[config.mk]
export PLATFORM = sky130hd
export DESIGN_NAME = npc_seq_ctrl
export DESIGN_NICKNAME = d
export VERILOG_FILES = /design/src/rtl/npc_seq_ctrl.sv
export SDC_FILE = /design/constraint.sdc
export NUM_CORES = 1
export LEC_CHECK = 0
export CORE_MARGIN = 2
export CORE_UTILIZATION = 35
export DETAILED_ROUTE_END_ITERATION = 6
export PLACE_DENSITY_LB_ADDON = 0.3
export SYNTH_ARGS = -nofsm -noshare
export SYNTH_HDL_FRONTEND = slang
export SYNTH_SLANG_ARGS = --single-unit
[constraint.sdc]
create_clock -name clk -period 2.4 [get_ports clk]
set_input_delay 0.48 -clock clk [delete_from_list [all_inputs] [get_ports clk]]
set_output_delay 0.48 -clock clk [all_outputs]
set_load 0.03 [all_outputs]
[src/rtl/npc_seq_ctrl.sv]
// Multi-cycle sequencer for the NPC core: steps FETCH/DECODE/EXEC/MEM/WB,
// handshakes with the IFU and LSU ports, and halts on ebreak or bus timeout.
module npc_seq_ctrl #(
  parameter int unsigned TIMEOUT = 255,
  parameter logic [31:0] EBREAK  = 32'h00100073
) (
  input  logic        clk,
  input  logic        rst,
  output logic        ifu_req,
  input  logic        ifu_rvalid,
  input  logic [31:0] inst_in,
  output logic [31:0] inst_reg,
  input  logic        is_load,
  input  logic        is_store,
  input  logic        rd_wen,
  output logic        mem_req,
  output logic        mem_wen,
  input  logic        mem_done,
  output logic        pc_we,
  output logic        rf_we,
  output logic        halt,
  output logic        bus_err,
  output logic [2:0]  state,
  output logic [31:0] retire_cnt
);

  localparam int unsigned CW = $clog2(TIMEOUT + 1);
  localparam logic [CW-1:0] TIMEOUT_C = CW'(TIMEOUT);

  typedef enum logic [2:0] {
    S_IDLE   = 3'd0,
    S_FETCH  = 3'd1,
    S_DECODE = 3'd2,
    S_EXEC   = 3'd3,
    S_MEM    = 3'd4,
    S_WB     = 3'd5,
    S_HALT   = 3'd6
  } state_e;

  state_e        state_q;
  logic [31:0]   inst_q;
  logic [31:0]   retire_q;
  logic [CW-1:0] cnt_q;
  logic [CW-1:0] cnt_d;
  logic          halt_q;
  logic          err_q;
  logic          ifu_req_q;
  logic          mem_req_q;
  logic          mem_wen_q;
  logic          pc_we_q;
  logic          rf_we_q;
  logic          store_only;
  logic          wb_rf_we;

  // Decoder inputs are stable from DECODE through WB, so they are sampled
  // on the edge entering MEM/WB to keep outputs free of input paths.
  always_comb begin
    cnt_d      = cnt_q + CW'(1);
    store_only = is_store & ~is_load;
    wb_rf_we   = rd_wen & ~store_only;
  end

  // NOTE: every register here is written with <= so all state updates see
  // the same pre-edge values regardless of statement order.
  always_ff @(posedge clk) begin
    if (rst) begin
      state_q   <= S_IDLE;
      inst_q    <= '0;
      retire_q  <= '0;
      cnt_q     <= '0;
      halt_q    <= 1'b0;
      err_q     <= 1'b0;
      ifu_req_q <= 1'b0;
      mem_req_q <= 1'b0;
      mem_wen_q <= 1'b0;
      pc_we_q   <= 1'b0;
      rf_we_q   <= 1'b0;
    end else begin
      ifu_req_q <= 1'b0;
      mem_req_q <= 1'b0;
      mem_wen_q <= 1'b0;
      pc_we_q   <= 1'b0;
      rf_we_q   <= 1'b0;
      case (state_q)
        S_IDLE: begin
          state_q   <= S_FETCH;
          cnt_q     <= '0;
          ifu_req_q <= 1'b1;
        end
        S_FETCH: begin
          if (ifu_rvalid) begin
            inst_q  <= inst_in;
            cnt_q   <= '0;
            state_q <= S_DECODE;
          end else if (cnt_d == TIMEOUT_C) begin
            err_q   <= 1'b1;
            cnt_q   <= '0;
            state_q <= S_HALT;
          end else begin
            cnt_q     <= cnt_d;
            ifu_req_q <= 1'b1;
          end
        end
        S_DECODE: begin
          if (inst_q == EBREAK) begin
            halt_q   <= 1'b1;
            retire_q <= retire_q + 32'd1;
            state_q  <= S_HALT;
          end else begin
            state_q <= S_EXEC;
          end
        end
        S_EXEC: begin
          cnt_q <= '0;
          if (is_load || is_store) begin
            state_q   <= S_MEM;
            mem_req_q <= 1'b1;
            mem_wen_q <= store_only;
          end else begin
            state_q <= S_WB;
            pc_we_q <= 1'b1;
            rf_we_q <= wb_rf_we;
          end
        end
        S_MEM: begin
          if (mem_done) begin
            cnt_q   <= '0;
            state_q <= S_WB;
            pc_we_q <= 1'b1;
            rf_we_q <= wb_rf_we;
          end else if (cnt_d == TIMEOUT_C) begin
            err_q   <= 1'b1;
            cnt_q   <= '0;
            state_q <= S_HALT;
          end else begin
            cnt_q     <= cnt_d;
            mem_req_q <= 1'b1;
            mem_wen_q <= store_only;
          end
        end
        S_WB: begin
          retire_q  <= retire_q + 32'd1;
          cnt_q     <= '0;
          state_q   <= S_FETCH;
          ifu_req_q <= 1'b1;
        end
        S_HALT: begin
          state_q <= S_HALT;
        end
        default: begin
          // Unused encoding: treat as a fault and park.
          err_q   <= 1'b1;
          state_q <= S_HALT;
        end
      endcase
    end
  end

  assign ifu_req    = ifu_req_q;
  assign inst_reg   = inst_q;
  assign mem_req    = mem_req_q;
  assign mem_wen    = mem_wen_q;
  assign pc_we      = pc_we_q;
  assign rf_we      = rf_we_q;
  assign halt       = halt_q;
  assign bus_err    = err_q;
  assign state      = state_q;
  assign retire_cnt = retire_q;

endmodule
# Word level (Yosys, flattened, before mapping)
# Index checks and enable logic that the tools add are counted.
# totals
regBits,82
input_bits,39
# op_classes
eq_ne,11
n_mux,32
n_reduce_logical,11
add_sub_neg,2
n_bitwise,5
# op_table
op,n
one-hot mux 32 bit (2 select lines),1
"adder 32 x 1 -> 32 bit, second input constant",1
"== test 32 x 21 -> 1 bit, second input constant",1
2-to-1 mux 32 bit,1
2-to-1 mux 8 bit,3
one-hot mux 8 bit (3 select lines),1
2-to-1 mux 1 bit,15
one-hot mux 3 bit (5 select lines),1
2-to-1 mux 3 bit,4
one-hot mux 1 bit (2 select lines),5
"== test 3 bit, second input constant",3
"adder 8 x 1 -> 8 bit, second input constant",1
"== test 8 bit, second input constant",1
"== test 3 x 2 -> 1 bit, second input constant",2
"inequality test 2 bit, second input constant",3
AND reduction 2 bit,3
OR reduction 5 bit,1
"== test 3 x 1 -> 1 bit, second input constant",1
zero test 3 bit,1
NOT 1 bit,3
one-hot mux 1 bit (3 select lines),1
AND reduction 3 bit,1
nonzero test 3 bit,1
OR reduction 3 bit,1
4 further kinds,5

# Longest topological paths before layout
# Gate-level depths: netlist of the first run.
# logic_depth
word_depth,6
depth_mapped,8

# Least setup slack after synthesis of the first run
# OpenSTA, ideal clock, no wires.
# synth_path
path_type,register -> register
startpoint,register state_q[1] (netlist: state[1])
endpoint,register retire_q[30] (netlist: retire_cnt[30])
setup_ps,70
arrival_ps,2151
stages_incl_launch_ff,8
path_slack_ps,179
cell_sequence,dfxtp_1 > buf_6 > inv_4 > or3_1 > o31a_4 > buf_6 > or4_1 > a21oi_1
# synth_between
elab_chain_cells,3
word_cells_on_any_way,6
cone_classes,eq/ne (3); mux (1); reduce/logical (2)
# synth_rtl
element,line,source
"start, declared",40,state_e state_q;
"start signal, assigned",67,state_q <= S_IDLE;
"start signal, assigned",86,state_q <= S_FETCH;
"start signal, assigned",94,state_q <= S_DECODE;
== test 3 x 2 -> 1 bit / == test 3 bit (equally long branches),84,case (state_q)
inequality test 2 bit (no source line) / nonzero test 2 bit (equally long branches),--,
AND reduction 2 bit (no source line),--,
"end signal, assigned",107,retire_q <= retire_q + 32'd1;
"end signal, assigned",142,retire_q <= retire_q + 32'd1;
"end, declared",42,logic [31:0] retire_q;
# Parallel ways exist; a longest one is shown, timed or not.
# A chain may end at the register's enable or synchronous reset.

# Worst setup path in the final report of the first run
# layout_path
startpoint,register inst_q[14] (netlist: inst_reg[14])
endpoint,register retire_q[29] (netlist: retire_cnt[29])
# layout_between
elab_chain_cells,3
# layout_rtl
element,line,source
"start, declared",41,logic [31:0] inst_q;
"start signal, assigned",92,inst_q <= inst_in;
== test 32 x 21 -> 1 bit,105,if (inst_q == EBREAK) begin
inequality test 2 bit (no source line),--,
AND reduction 2 bit (no source line),--,
# Every way passes these cells.

==> results.toml, run 1 <==
[sta]
setup_slack_ps = 133
finalSetupTns_ps = 0
finClkSkew_ps = 17.8
fin_crit_sh_pct = 94.5
drv_slew = 0
rsz0062_at_grt = "no"
timing.hold.ws_ps = 476
finalHoldViolCount = 0
setup_viol = 0
fmax_ghz = 0.441
slew_headroom_pct = 59.3
period_needed_ps = 2270
tightest_slew_ps = 610

[grt]
first_global_vias = 3564
grt_overflow = 0
use_met3_pct = 6.05
globalRouteTotalUtil_pct = 17.6
top_usage_layer = "met2"
antenna_found_initial = 0
grt_max_degree = 63
grtUsageMet2_pct = 29.2
use_met1_pct = 21.8
grt_pass1_wl_um = 16600

[finish]
fill_cells = 1016
final_cells = 712
mostFrequentLayoutCells = "111 x clkdlybuf4s50_1, 92 x nand2_1, 82 x dfxtp_1"
layout_commonest_cell = "clkdlybuf4s50_1"
register_area_um2 = 1640
syn_to_final_growth_pct = 40.6
num_antenna_cells = 0
multi_input_area_um2 = 1950
nets = 614
final_area_um2 = 5250
drive_above_1_share_pct = 8.33

[clock_tree]
clk_latency_ps = 340
cts_num_sinks = 82
htreeDepth = 3
cts_buffer_depth = 2
cts_hold_buf = 0
path_clk_slew_ps = 90
cts_buffers = 9
cts-root-buf = "clkbuf_8"
cts_tree = "done"

[drt]
via_per_inst = 5.32
ant_nets = 0
first_pass_iters = 4
wl_per_cell_um = 14.7
vias = 3791
drt-initial-drc-count = 186
drc = 0
wl_um = 10400

[setup_path]
worstPathArrival_ps = 2530
path_cells = "nor4b_2 -> nand4_2 -> o31a_4 -> or4_1 -> a21oi_1"
max_stage_delay_ps = 560
cp.required_ps = 2660
path_delay_family = "simple AND/OR/NAND/NOR gates"
start_kind = "flip-flop"
critPathSlowestCell = "or4_1"
crit_fanout = 31
path_class = "flip-flop to flip-flop"
r2r_setup_slack_ps = 130
endpoint_kind = "flip-flop"
path_buf_inv = 0

[synthesis]
ys_ff_latch = 82
synth.avg_cell_area_um2 = 8.12
dominantRegCellSynth = "dfxtp_1"
ys_seq_area_share_pct = 44.0
async_flop_share_pct = 0
synth_cells = 460
synth_cell_types = 51
synth_edf_count = 0
synth_nets = 502
ys_warn_count = 0
syn_area_um2 = 3730

[power_and_ir_drop]
p_int_w = 0.00215
switchingPower_w = 0.000758
comb_power_share_pct = 13.3
leakagePower_nw = 1.69
power.sequential.fraction_pct = 49.1
vdd_drop_max_v = 0.000362
switching_share_pct = 26.0
clkPwrFrac_pct = 37.6
power_per_cell_area_nw_per_um2 = 554

[floorplan]
rows = 37
core_um2 = 10300
dieArea_um2 = 11500
die_y_um = 107
die_w_um = 107
io_pins = 113
start_util_pct = 36.2

[worst_hold_path]
hold_class = "flip-flop to flip-flop"

[place]
port_buffers = 112
dpl_cell_area_um2 = 5010
gp_congestion = 0.784
hpwl_um = 6940
dp.cells = 695
place_ws_ps = 43.6

[outcome]
status = "finished, final reports clean"

[flow_run]
cap_violations = 0
Yosys cell counts, types with 2 or more instances:
cell       n  area share (%)
inv_1      6            0.60
and2_1     4            0.67
a21oi_1   72             9.7
o21a_1     2            0.40
or4b_1     3            0.80
nor2_1    18             1.8
nor4bb_1   2            0.54
nand3_1   12             1.6
nor4b_2    2            0.80
ha_1       3             1.0
or3_1     10             1.7
nor3_1     7            0.94
o31ai_1   18             3.6
nor4_1     4            0.67
or4_1     17             3.4
xor2_1     2            0.47
nand4_1   13             2.2
o21ai_0   16             2.1
buf_6      3            0.90
a31oi_1    6             1.0
nand2_1   92             9.2
clkbuf_1  25             2.5
nor4_2     3             1.0
xnor2_1    2            0.47
and3_1     4            0.67
dfxtp_1   82              44
o21ba_2    2            0.54
nor3b_1    2            0.40
nand2b_1   6             1.0
metrics by stage:
step	total power, W	util (%)
2_1_floorplan	0.00167	-
3_3_place_gp	0.00184	48.5
3_5_place_dp	0.00184	48.5
4_1_cts	0.00294	50.6
5_1_grt	0.00302	50.8
6_report	0.00291	50.8
kinds of logic after synthesis:
family          count (synthesis)  share of synthesized area, %
mux                             1                         0.268
flops                          82                          44.0
buf+inv                        36                          4.29
fa+ha+maj                       3                          1.01
xor+xnor                        4                         0.939
compound gates                129                          20.7
simple gates                  205                          28.8
worst paths after layout:
kind / from / to / cells after the start
worst min-delay path: inst_reg[31]$_SDFFE_PP0P_ / inst_reg[31]$_SDFFE_PP0P_ / 2
worst max register to register: inst_reg[14]$_SDFFE_PP0P_ / retire_cnt[29]$_SDFFE_PP0P_ / 5
worst min register to register: inst_reg[31]$_SDFFE_PP0P_ / inst_reg[31]$_SDFFE_PP0P_ / 2
worst max-delay path: inst_reg[14]$_SDFFE_PP0P_ / retire_cnt[29]$_SDFFE_PP0P_ / 5
worst reg2reg max path, delay by kind of cell, from the launching register on:
kind	cells	cell delay [ps]
compound gates	2	710
simple gates	3	1130
flops	1	350
area by class of cell:
| class | count | share of cell area, % |
|---|---|---|
| clock buffers | 9 | 2.36 |
| well taps | 136 | 3.24 |
| clock inverters | 6 | 1.76 |
| flip-flops and latches | 82 | 31.3 |
| multi-input cells | 343 | 37.1 |
| repair buffers | 129 | 23.7 |
| inverters | 7 | 0.548 |
timing repair:
item,CTS,global route
cloned,0,1
pin swaps,1,2
setup buffers,0,1
endpoints found under the setup margin,13,20
gates resized for setup,0,1
power by group through the flow:
stage               Sequential (W)  Clock, W  Combinational, W
floorplan                  0.00153         0          0.000141
global placement           0.00146         0          0.000381
detailed placement         0.00146         0          0.000384
CTS                        0.00143   0.00113          0.000386
global route               0.00143   0.00117          0.000421
finish                     0.00143   0.00110          0.000387
routing by layer:
| metal | share of wire, % | wire length (um) | up-vias |
|---|---|---|---|
| met5 | 0 | 0 | - |
| met4 | 0.43 | 45 | 0 |
| met3 | 9.4 | 984 | 4 |
| met2 | 47 | 4900 | 120 |
| met1 | 43 | 4500 | 1775 |
| li1 | - | - | 1892 |
Note: power is estimated with default switching activity, not from simulation.
==> run 2: changes to the inputs <==
--- a/config.mk
+++ b/config.mk
@@ -8,6 +8,7 @@
 export CORE_MARGIN = 2
 export CORE_UTILIZATION = 35
 export DETAILED_ROUTE_END_ITERATION = 6
+export MAX_ROUTING_LAYER = met4
 export PLACE_DENSITY_LB_ADDON = 0.3
 export SYNTH_ARGS = -nofsm -noshare
 export SYNTH_HDL_FRONTEND = slang
==> constraint.sdc (replaced) <==
create_clock -name clk -period 1.8 [get_ports clk]
set_input_delay 0.36 -clock clk [delete_from_list [all_inputs] [get_ports clk]]
set_output_delay 0.36 -clock clk [all_outputs]
set_load 0.03 [all_outputs]
==> run 2 against run 1 <==
  * Global-route usage is 3.2 points higher
  * Clock-buffer cell count increased by 1
  * The run now ends with setup timing left
  * Utilization increased by 8.7 points
  * Register-to-register slack worse by 390 ps
==> results.toml, run 2 (synthesized netlist as in run 1, its figures left out) <==
[outcome]
status = "complete, but fails checks"
violations = "setup timing"

[finish]
syn_to_final_growth_pct = 64.7
mostFrequentLayoutCells = "92 x nand2_1, 90 x buf_4, 68 x a21oi_1"
layout_commonest_cell = "nand2_1"
num_antenna_cells = 0
nets = 697
final_cells = 796
drive_above_1_share_pct = 28.3

[setup_path]
critPathSlowestCell = "or4_1"
path_cells = "nor4bb_4 -> nand4_1 -> buf_6 -> o31a_4 -> or4_1 -> a21oi_1"
max_stage_delay_ps = 510
path_delay_family = "simple AND/OR/NAND/NOR gates"
reg2regPathDepth = 6
worstPathArrival_ps = 2330
crit_fanout = 6
start_kind = "flip-flop"
rr_startpoint = "inst_reg[2]$_SDFFE_PP0P_"
crit_start = "inst_reg[2]$_SDFFE_PP0P_"
cp.required_ps = 2070
path_buf_inv = 1
cp_num_cells = 6
r2r_setup_slack_ps = -260
rr_endpoint = "retire_cnt[5]$_SDFFE_PP0P_"
path_class = "flip-flop to flip-flop"
endpoint_kind = "flip-flop"
endpoint = "retire_cnt[5]$_SDFFE_PP0P_"

[clock_tree]
path_clk_slew_ps = 90
cts_num_sinks = 82
cts_hold_buf = 0
clk_latency_ps = 350
cts_buffer_depth = 2
cts-root-buf = "clkbuf_8"
htreeDepth = 3
cts_buffers = 9
cts_tree = "done"

[grt]
antenna_found_initial = 0
first_global_vias = 4009
grt_overflow = 0
grt_max_degree = 77
globalRouteTotalUtil_pct = 20.8
grt_pass1_wl_um = 18700

[sta]
period_needed_ps = 2060
finalHoldViolCount = 0
drv_slew = 0
setup_slack_ps = -255
finalSetupTns_ps = -5280
fmax_ghz = 0.487
slew_headroom_pct = 73.9
fin_crit_sh_pct = 114
rsz0062_at_grt = "yes"
finClkSkew_ps = 12.7
tightest_slew_ps = 390
setup_viol = 30

[place]
gp_congestion = 0.842
hpwl_um = 8030
dp.cells = 769
port_buffers = 112

[floorplan]
start_util_pct = 36.2
die_y_um = 107
die_w_um = 107
io_pins = 113
dieArea_um2 = 11500
core_um2 = 10300
rows = 37

[drt]
drc = 0
vias = 4209
ant_nets = 0
via_per_inst = 5.29
wl_um = 12100
wl_per_cell_um = 15.2
drt-initial-drc-count = 191
first_pass_iters = 4

[power_and_ir_drop]
vdd_drop_max_v = 0.000454
power.sequential.fraction_pct = 46.0
clkPwrFrac_pct = 38.9
power_per_cell_area_nw_per_um2 = 674
switchingPower_w = 0.00110
leakagePower_nw = 2.73
comb_power_share_pct = 15.0
p_int_w = 0.00304
switching_share_pct = 26.6

[flow_run]
cap_violations = 0

[worst_hold_path]
hold_class = "input pin to flip-flop"
[run 2: cell count changes in the layout (fill, tap and decap cells not counted), sizes merged, moves of 2 or more]
cell           change
buf               +80
clkdlybuf4s50     -67
dlygate4sd2       +59
dlymetal6s2s       +8
inv                +3
o31a               +3
clkinv             -2
[run 2: cell type report]
type	count	area, um^2
multi-input combinational	346	2170
sequential	82	1690
inverter	7	28.8
clock inverter	6	93.8
tap	136	170
clock buffer	10	149
timing repair buffer	209	1840
fill	899	4170
[run 2: layer usage]
layer	track usage, %	part of all wire, %	up-vias
li1	-	-	2072
met4	6.68	1.5	0
met1	25.2	43	2007
met2	34.5	51	112
met3	4.42	4.7	18
met5	-	0	-
[run 2: worst min-delay path: cells and delay by family]
| family | cells | cell delay [ps] |
|---|---|---|
| buf+inv | 1 | 140 |
| simple gates | 1 | 110 |
| compound gates | 1 | 130 |
[run 2: worst min-delay path by stage]
stage / slack (ps) / start / depth (start not counted) / to
floorplan: 450 / cnt_q[4]$_SDFFE_PP0P_ / 1 / cnt_q[4]$_SDFFE_PP0P_
global placement: 450 / halt$_SDFFE_PP0P_ / 2 / halt$_SDFFE_PP0P_
detailed placement: 460 / halt$_SDFFE_PP0P_ / 2 / halt$_SDFFE_PP0P_
CTS: 410 / rst / 3 / cnt_q[7]$_SDFFE_PP0P_
global route: 440 / rst / 3 / cnt_q[7]$_SDFFE_PP0P_
finish: 410 / rst / 3 / cnt_q[7]$_SDFFE_PP0P_
[run 2: what timing repair did]
action,in CTS,in global routing
cloned,3,1
setup buffers,1,6
resized for setup,67,35
pin swaps,7,15
endpoints found under the setup margin,91,48
[run 2: power groups by stage]
| stage | clock (W) | combinational, W | sequential, W |
|---|---|---|---|
| floorplan | 0 | 0.000190 | 0.00204 |
| global placement | 0 | 0.000608 | 0.00194 |
| detailed placement | 0 | 0.000616 | 0.00194 |
| CTS | 0.00164 | 0.000606 | 0.00190 |
| global route | 0.00171 | 0.000670 | 0.00191 |
| finish | 0.00161 | 0.000623 | 0.00191 |
[run 2: per-stage QoR]
step | power, W | setup slack, ps | util [%] | hold slack (ps) | area (um^2)
floorplan | 0.00223 | -247 | - | 448 | 3810
global placement | 0.00255 | -344 | 54.9 | 453 | 5670
detailed placement | 0.00255 | -426 | 54.9 | 460 | 5670
CTS | 0.00415 | -249 | 57.5 | 406 | 5930
global route | 0.00429 | -315 | 59.6 | 440 | 6150
finish | 0.00414 | -255 | 59.6 | 411 | 6150
==> run 3: changes to the inputs <==
--- a/config.mk
+++ b/config.mk
@@ -10,6 +10,7 @@
 export DETAILED_ROUTE_END_ITERATION = 6
 export MAX_ROUTING_LAYER = met4
 export PLACE_DENSITY_LB_ADDON = 0.3
+export RECOVER_POWER = 100
 export SYNTH_ARGS = -nofsm -noshare
 export SYNTH_HDL_FRONTEND = slang
 export SYNTH_SLANG_ARGS = --single-unit
==> run 3 against run 2 <==
  * The flow still finishes with violations (setup timing)
  * Total power is 0.11% lower
  * Via count is 0.59% higher
  * Non-clock buffer count stayed put
  * Combinational power hardly changed
  * Worst setup slack better by 7.6 ps
  * Clock power hardly changed
==> results.toml, run 3 (synthesized netlist as in run 1, its figures left out) <==
[setup_path]
rr_startpoint = "inst_reg[1]$_SDFFE_PP0P_"
start_kind = "flip-flop"
cp.required_ps = 2080
reg2regPathDepth = 6
crit_fanout = 6
worstPathArrival_ps = 2320
rr_endpoint = "retire_cnt[5]$_SDFFE_PP0P_"
path_class = "flip-flop to flip-flop"
r2r_setup_slack_ps = -250
endpoint_kind = "flip-flop"

[clock_tree]
cts-root-buf = "clkbuf_8"
cts_buffer_depth = 2
path_clk_slew_ps = 90
cts_buffers = 9
cts_tree = "done"
htreeDepth = 3
clk_latency_ps = 350
cts_num_sinks = 82

[worst_hold_path]
hold_start = "rst"
hold_end = "cnt_q[7]$_SDFFE_PP0P_"
min_path_cells = 3
hold_class = "input pin to flip-flop"

[sta]
setup_slack_ps = -247
setup_viol = 30
drv_slew = 0
finalHoldViolCount = 0
rsz0062_at_grt = "yes"
period_needed_ps = 2050
finClkSkew_ps = 12.7
slew_headroom_pct = 70.0
fmax_ghz = 0.488
tightest_slew_ps = 452
fin_crit_sh_pct = 114

[floorplan]
core_um2 = 10300
io_pins = 113
die_y_um = 107
dieArea_um2 = 11500
rows = 37
die_w_um = 107
start_util_pct = 36.2

[finish]
drive_above_1_share_pct = 27.1
num_antenna_cells = 0
mostFrequentLayoutCells = "92 x nand2_1, 87 x buf_4, 68 x a21oi_1"
fill_cells = 918
nets = 697
fin_util_pct = 58.8
syn_to_final_growth_pct = 62.5
final_area_um2 = 6070
layout_commonest_cell = "nand2_1"

[drt]
drc = 0
vias = 4234
top_layer = "met4"
first_pass_iters = 5
wl_um = 12100
drt-initial-drc-count = 210
via_per_inst = 5.32
ant_nets = 0
wl_met1_um = 5190
route.met2.wl_um = 6090
wl_per_cell_um = 15.2
wl_met3_um = 580

[place]
dpl_cell_area_um2 = 5670
port_buffers = 112
hpwl_um = 8030
gp_congestion = 0.842

[outcome]
status = "complete, but fails checks"
violations = "setup timing"

[grt]
first_global_vias = 4009
grt_pass1_wl_um = 18700
globalRouteTotalUtil_pct = 20.8
grt_max_degree = 77
grt_overflow = 0
antenna_found_initial = 0

[power_and_ir_drop]
vdd_drop_max_v = 0.000452
power_per_cell_area_nw_per_um2 = 682
total_power_w = 0.00414
leakagePower_nw = 2.55

[flow_run]
cap_violations = 0
## run 3: cell types whose count changed in the layout (fill, tap and decap cells not counted), sizes merged
cell and change:
dlymetal6s2s -8, clkbuf +11, buf -3
## run 3: area by class of cell
type	instances	area (um^2)	share of cell area, %
Inverter	7	28.8	0.474
Clock buffer	10	149	2.45
Timing Repair Buffer	209	1770	29.1
Clock inverter	6	93.8	1.55
Multi-Input combinational cell	346	2170	35.8
Tap cell	136	170	2.81
Sequential cell	82	1690	27.8
## run 3: metal layers
metal | global-route usage, % | up-vias
li1 | - | 2072
met3 | 4.42 | 20
met5 | - | -
met2 | 34.5 | 117
met1 | 25.2 | 2025
met4 | 6.68 | 0
## run 3: where the power goes
part	internal (W)	total (W)	switching, W
Clock	0.000881	0.00161	0.000730
Combinational	0.000293	0.000622	0.000329
Sequential	0.00187	0.00191	0.0000403
Total	0.00304	0.00414	0.00110
## run 3: timing repair
action / in CTS / in global routing
hold buffers: 0 / 0
resized for setup: 67 / 35
setup buffers: 1 / 6
endpoints found under the setup margin: 91 / 48
pin swaps: 7 / 15
gates cloned: 3 / 1
## run 3: worst max path at each step
| stage | startpoint | cells after the start | to | slack, ps |
|---|---|---|---|---|
| 6_report | inst_reg[1]$_SDFFE_PP0P_ | 6 | retire_cnt[5]$_SDFFE_PP0P_ | -250 |
| 5_1_grt | inst_reg[1]$_SDFFE_PP0P_ | 6 | retire_cnt[8]$_SDFFE_PP0P_ | -320 |
| 4_1_cts | inst_reg[19]$_SDFFE_PP0P_ | 5 | retire_cnt[24]$_SDFFE_PP0P_ | -250 |
| 3_5_place_dp | inst_reg[4]$_SDFFE_PP0P_ | 6 | retire_cnt[22]$_SDFFE_PP0P_ | -430 |
| 3_3_place_gp | inst_reg[4]$_SDFFE_PP0P_ | 6 | retire_cnt[22]$_SDFFE_PP0P_ | -340 |
| 2_1_floorplan | state[1]$_SDFF_PP0_ | 7 | retire_cnt[11]$_SDFFE_PP0P_ | -250 |
## run 3: per-stage QoR
stage / hold WS, ps / setup WS (ps) / instances / TNS, ps
final: 412 / -247 / 796 / -5150
after global routing: 440 / -315 / 796 / -8120
after CTS: 406 / -249 / 789 / -6100
after detailed placement: 460 / -426 / 769 / -12310
after global placement: 453 / -344 / 769 / -9090
after floorplan: 448 / -247 / 460 / -5990
## run 3: critical path: stages (launching register included)
cell,delay [ps]
dfxtp_2,340
nor4bb_4,290
nand4_1,130
buf_6,170
o31a_4,390
or4_1,510
a21oi_1,140
